[config.mk]
export PLATFORM = sky130hd
export DESIGN_NAME = arduino_uart_buffer
export DESIGN_NICKNAME = d
export VERILOG_FILES = /design/src/rtl/arduino_uart_buffer.sv
export SDC_FILE = /design/constraint.sdc
export NUM_CORES = 1
export LEC_CHECK = 0
export CAP_MARGIN = 20
export CORE_ASPECT_RATIO = 2
export CORE_MARGIN = 5
export CORE_UTILIZATION = 60
export DETAILED_ROUTE_END_ITERATION = 8
export HOLD_SLACK_MARGIN = 0.06
export PLACE_DENSITY = 0.87
export SLEW_MARGIN = 20
export SYNTH_ARGS = -nofsm -noshare
export SYNTH_HDL_FRONTEND = slang
export SYNTH_SLANG_ARGS = --single-unit
[constraint.sdc]
create_clock -name clk_50 -period 3.65 [get_ports clk_50]
set_clock_uncertainty 0.2 [all_clocks]
set_input_delay 1.095 -clock clk_50 [delete_from_list [all_inputs] [get_ports clk_50]]
set_output_delay 1.095 -clock clk_50 [all_outputs]
set_load 0.05 [all_outputs]
[src/rtl/arduino_uart_buffer.sv]
`default_nettype none
// ============================================================================
// Module      : arduino_uart_buffer
// Description : 8N1 UART receiver for the Arduino serial link, followed by a
//               one-word valid/ready output buffer feeding the command decoder.
// Revision    : 1.0 - initial release
// ----------------------------------------------------------------------------
// Parameters
//   CLKS_PER_BIT : clk_50 cycles per UART bit period (>= 4)
//   BITS_N       : data bits per frame / width of arduino_command
// Ports
//   clk_50          in   system clock, rising edge
//   reset           in   asynchronous active-high reset
//   arduino_input   in   asynchronous serial RX line, idle high
//   ready           in   downstream accepts the buffered word this cycle
//   valid           out  arduino_command holds an unconsumed word
//   arduino_command out  last received data word (BITS_N bits)
// ============================================================================
module arduino_uart_buffer #(
    parameter int CLKS_PER_BIT = 434,
    parameter int BITS_N       = 8
) (
    input  logic              clk_50,
    input  logic              reset,
    input  logic              arduino_input,
    input  logic              ready,
    output logic              valid,
    output logic [BITS_N-1:0] arduino_command
);

    localparam int CNT_W = (CLKS_PER_BIT > 1) ? $clog2(CLKS_PER_BIT) : 1;
    localparam int IDX_W = (BITS_N > 1) ? $clog2(BITS_N) : 1;

    localparam logic [CNT_W-1:0] C_HALF_LAST = CNT_W'(CLKS_PER_BIT / 2 - 1);
    localparam logic [CNT_W-1:0] C_BIT_LAST  = CNT_W'(CLKS_PER_BIT - 1);
    localparam logic [CNT_W-1:0] C_CNT_ONE   = CNT_W'(1);
    localparam logic [IDX_W-1:0] C_IDX_LAST  = IDX_W'(BITS_N - 1);
    localparam logic [IDX_W-1:0] C_IDX_ONE   = IDX_W'(1);

    typedef enum logic [1:0] {
        S_IDLE  = 2'd0,
        S_START = 2'd1,
        S_DATA  = 2'd2,
        S_STOP  = 2'd3
    } state_t;

    // Synchroniser chain; rx_prev_q keeps the previous synchronised sample
    // so a start bit is recognised only as a genuine 1->0 transition.
    logic              sync1_q;
    logic              rx_q;
    logic              rx_prev_q;

    state_t            state_q, state_d;
    logic [CNT_W-1:0]  cnt_q, cnt_d;
    logic [IDX_W-1:0]  idx_q, idx_d;
    logic [BITS_N-1:0] shift_q, shift_d;
    logic              valid_q, valid_d;
    logic [BITS_N-1:0] cmd_q, cmd_d;
    logic              word_done;

    // Receiver next-state logic
    always_comb begin
        state_d   = state_q;
        cnt_d     = cnt_q;
        idx_d     = idx_q;
        shift_d   = shift_q;
        word_done = 1'b0;
        case (state_q)
            S_IDLE: begin
                cnt_d = '0;
                idx_d = '0;
                if (rx_prev_q && !rx_q) begin
                    state_d = S_START;
                end
            end
            S_START: begin
                if (cnt_q == C_HALF_LAST) begin
                    cnt_d   = '0;
                    idx_d   = '0;
                    // A line back high at mid start bit was a glitch.
                    state_d = rx_q ? S_IDLE : S_DATA;
                end else begin
                    cnt_d = cnt_q + C_CNT_ONE;
                end
            end
            S_DATA: begin
                if (cnt_q == C_BIT_LAST) begin
                    cnt_d          = '0;
                    shift_d[idx_q] = rx_q;
                    if (idx_q == C_IDX_LAST) begin
                        idx_d   = '0;
                        state_d = S_STOP;
                    end else begin
                        idx_d = idx_q + C_IDX_ONE;
                    end
                end else begin
                    cnt_d = cnt_q + C_CNT_ONE;
                end
            end
            S_STOP: begin
                if (cnt_q == C_BIT_LAST) begin
                    cnt_d     = '0;
                    state_d   = S_IDLE;
                    // A low stop bit is a framing error: the word is dropped.
                    word_done = rx_q;
                end else begin
                    cnt_d = cnt_q + C_CNT_ONE;
                end
            end
            default: begin
                state_d = S_IDLE;
                cnt_d   = '0;
                idx_d   = '0;
            end
        endcase
    end

    // Output buffer: a transfer empties the slot; a finished word is taken
    // only if the slot is empty or is being emptied on this same edge.
    always_comb begin
        valid_d = valid_q;
        cmd_d   = cmd_q;
        if (valid_q && ready) begin
            valid_d = 1'b0;
        end
        if (word_done && (!valid_q || ready)) begin
            valid_d = 1'b1;
            cmd_d   = shift_q;
        end
    end

    always_ff @(posedge clk_50 or posedge reset) begin
        if (reset) begin
            sync1_q   <= 1'b1;
            rx_q      <= 1'b1;
            rx_prev_q <= 1'b1;
            state_q   <= S_IDLE;
            cnt_q     <= '0;
            idx_q     <= '0;
            shift_q   <= '0;
            valid_q   <= 1'b0;
            cmd_q     <= '0;
        end else begin
            sync1_q   <= arduino_input;
            rx_q      <= sync1_q;
            rx_prev_q <= rx_q;
            state_q   <= state_d;
            cnt_q     <= cnt_d;
            idx_q     <= idx_d;
            shift_q   <= shift_d;
            valid_q   <= valid_d;
            cmd_q     <= cmd_d;
        end
    end

    assign valid           = valid_q;
    assign arduino_command = cmd_q;

endmodule
`default_nettype wire

==> results list <==
- Final hold vios: 0
* Number of clock sinks seen by CTS: 34
- Largest cells by area after synthesis: dfrtp_1 49%, mux2_2 12%, dfstp_2 5.0%
- The largest single stage delay on the critical path is 810 ps.
- Entering global routing, the biggest net connects 20 pins.
- I/O pin count: 13
- Buffers added on ports: 12
- After global routing the overflow that remains totals 0.
- Total standard cell area after synthesis: 0.00159 mm²
* Vias per std cell: 5.75
- Number of different library cells in the post-synthesis netlist: 34
* Deepest level of the CTS H-tree: 2
- Starting density of the core: 0.619
- Register Area: 855 µm²
* Global routing usage summed across all routing layers: 0.183
- Number of buffers inserted by post-CTS setup repair: 0
- After clock tree synthesis, the clock-pin slew on the worst setup and hold paths is 70 ps.
- Total number of vias: 1035
- From synthesis to final layout, the design area changed by 17.0%.
* Worst supply voltage drop on vdd: 0.532 mV
- In the final layout, the share of cells above drive strength 1 is 0.224.
- The root buffer cell chosen for the clock tree is clkbuf_8.
- For the worst-skew pair, the clock arrives at the later sink with an insertion delay of 290 ps.
- The die covers 0.00384 mm².
* Number of flops mapped to enable cells by yosys: 0
- Initial DRT Pass Iterations: 4
- Largest area contributor in the netlist: dfrtp_1
* Remaining design rule violation count: 0
- RSZ-0062 raised after global routing: false
- Setup violations remaining at the end of the flow were counted as 0.
* Mapped Avg Cell Area: 11.6 µm²
- Cts hold-fix bufs: 0
- Final critical-path setup slack: 883 ps
- The number of slew-limit violations in the final report came to 0.
- Measured along the y axis, the die boundary spans 82.8 µm.
- Crit path kind: reg2out
- Most common cell in the synthesized netlist: dfrtp_1
- Placement-stage worst setup slack: 905 ps
- Power comes to 962 µW.
* Final total negative setup slack: 0 ps
- The repair_antennas step left the layout with diodes totalling 0.
* Number of antenna violations at the first check in global routing: 0
- The floorplan has 26 rows.
* Critical path cell sequence: clkdlybuf4s50_1
* Result of the run: complete, no violations
- Final core area utilization: 0.724
- Required time at the worst-slack endpoint: 2350 ps
- Post-DP HPWL: 2.22 mm
- Headroom to the max-slew limit came out at 0.600.
* Core ar.: 0.00257 mm²
- Pwr Density: 517 mW/mm²
- Dividing the final minimum period by the clock period gives 0.758.
- Crit-path leading delay family: buffers and inverters
- Maximum buffer depth of the clock tree: 2
- CTS tree: built
- At the pin with the least slew margin, the transition time is 599 ps.
* Critical-path cell with the highest stage delay: clkdlybuf4s50_1
- In this run, synthesis produced a sequential element count of 34.
* Part of the Yosys area used for sequential elements: 0.537
* Worst Setup End Kind: output pin
- Global placer's final weighted congestion: 0.803
- Sorting the synthesized cells by how often they occur yields 31 x dfrtp_1, 17 x mux2_2, 17 x nor2_1.
- Area taken by multi-input logic gates: 676 µm²
- Leakage power total: 0.831 nW
- Via count of the first global-routing pass: 1062
- The first global-routing pass estimated 5.02 mm of wire.
- Number of buffers created by CTS: 5
* Yosys top cell area share: 0.488
* Count of yosys warnings during synthesis: 0
* Number of violations of the max-capacitance limit: 0
* Number of nets in the final layout: 160
- Dividing the detail-routed wire length by the instance count gives 16.1 µm.
* Post-synth top flop: dfrtp_1
- Path class of the lowest-slack min-delay path: reg2reg
* Min cycle time layout: 2770 ps
- Minimum hold slack: 172 ps
* Die W: 46.4 µm
* Cells after synthesis: 137
- Antenna violation net count after detailed routing: 0
- Static timing analysis puts the maximum clock frequency at 361 MHz.
* Count of cells resized by post-cts repair: 0
- Critical Path Source Type: flip-flop
* Total routed wirelength: 2.91 mm
- Fraction of registers with async set/reset: 1.00
- Post-synth net total: 146
* DRC violation total after the first TritonRoute iteration: 11
* Biggest fanout along the worst timing path: 2
- Counting both buffers and inverters, the worst setup path holds a total of 1.
* Crit path arrival time: 1470 ps
- Count of fill cells added during filler insertion: 181
==> state kept, by name, indices dropped and copies added, names as in the netlist, named ones only <==
register         count
rx_prev_q            1
rx_q                 1
shift_q              8
valid                1
state_q              1
cnt_q                9
arduino_command      8
sync1_q              1
idx_q                3
==> report_power, final <==
group	internal, mW	total (mW)	switching [mW]
clock network	0.273	0.412	0.139
logic	0.0477	0.0999	0.0521
registers	0.407	0.450	0.0423
total	0.729	0.962	0.233
==> stage by stage <==
stage / cells / instance area [µm²]
6_report: 180 / 1860
5_1_grt: 180 / 1860
4_1_cts: 180 / 1860
3_5_place_dp: 172 / 1720
3_3_place_gp: 172 / 1720
2_1_floorplan: 137 / 1590
==> final cells by class <==
type,count,area share
clock buffer,5,0.0370
clock inverter,3,0.0370
inverter,8,0.0161
multi-input combinational,89,0.363
sequential,34,0.459
tap,28,0.0188
timing repair buffer,13,0.0686
==> final timing paths <==
check	slack, ps	cells past startpoint	to	startpoint
setup / recovery	880	1	valid	valid
hold / removal	170	0	rx_q	sync1_q
setup reg to reg	1260	6	arduino_command[4]	cnt_q[1]
hold reg to reg	170	0	rx_q	sync1_q
max in group asynchronous	1550	3	rx_q	reset
min in group asynchronous	970	2	cnt_q[2]	reset
==> placed cells by master (no fill, tap or decap), types with 3 or more instances in the layout <==
master	instances
dfrtp_1	31
mux2_2	17
nor2_1	17
clkdlybuf4s50_1	12
nand3_1	10
inv_1	8
nor4_1	5
xnor2_1	5
ha_1	5
clkbuf_8	5
nor3_1	3
dfstp_2	3
==> routing by layer <==
| layer | wire length [µm] | global-route usage | share of wire |
|---|---|---|---|
| met5 | 0 | 0 | 0 |
| met3 | 80 | 0.0455 | 0.028 |
| met4 | 66 | 0.0855 | 0.023 |
| met1 | 983 | 0.187 | 0.34 |
| met2 | 1780 | 0.319 | 0.61 |
==> cell families (layout without fill, tap and decap cells) <==
kind of cell,after synthesis,after routing,synth area share
adder cells (fa/ha/maj),5,5,0.0393
multiplexers,19,19,0.133
AO/OA/AOI/OAI,9,9,0.0433
flip-flops,34,34,0.537
AND/OR/NAND/NOR,49,49,0.171
XOR/XNOR,7,7,0.0386
buffers and inverters,14,29,0.0378
Power figures use the tool's default switching activity.
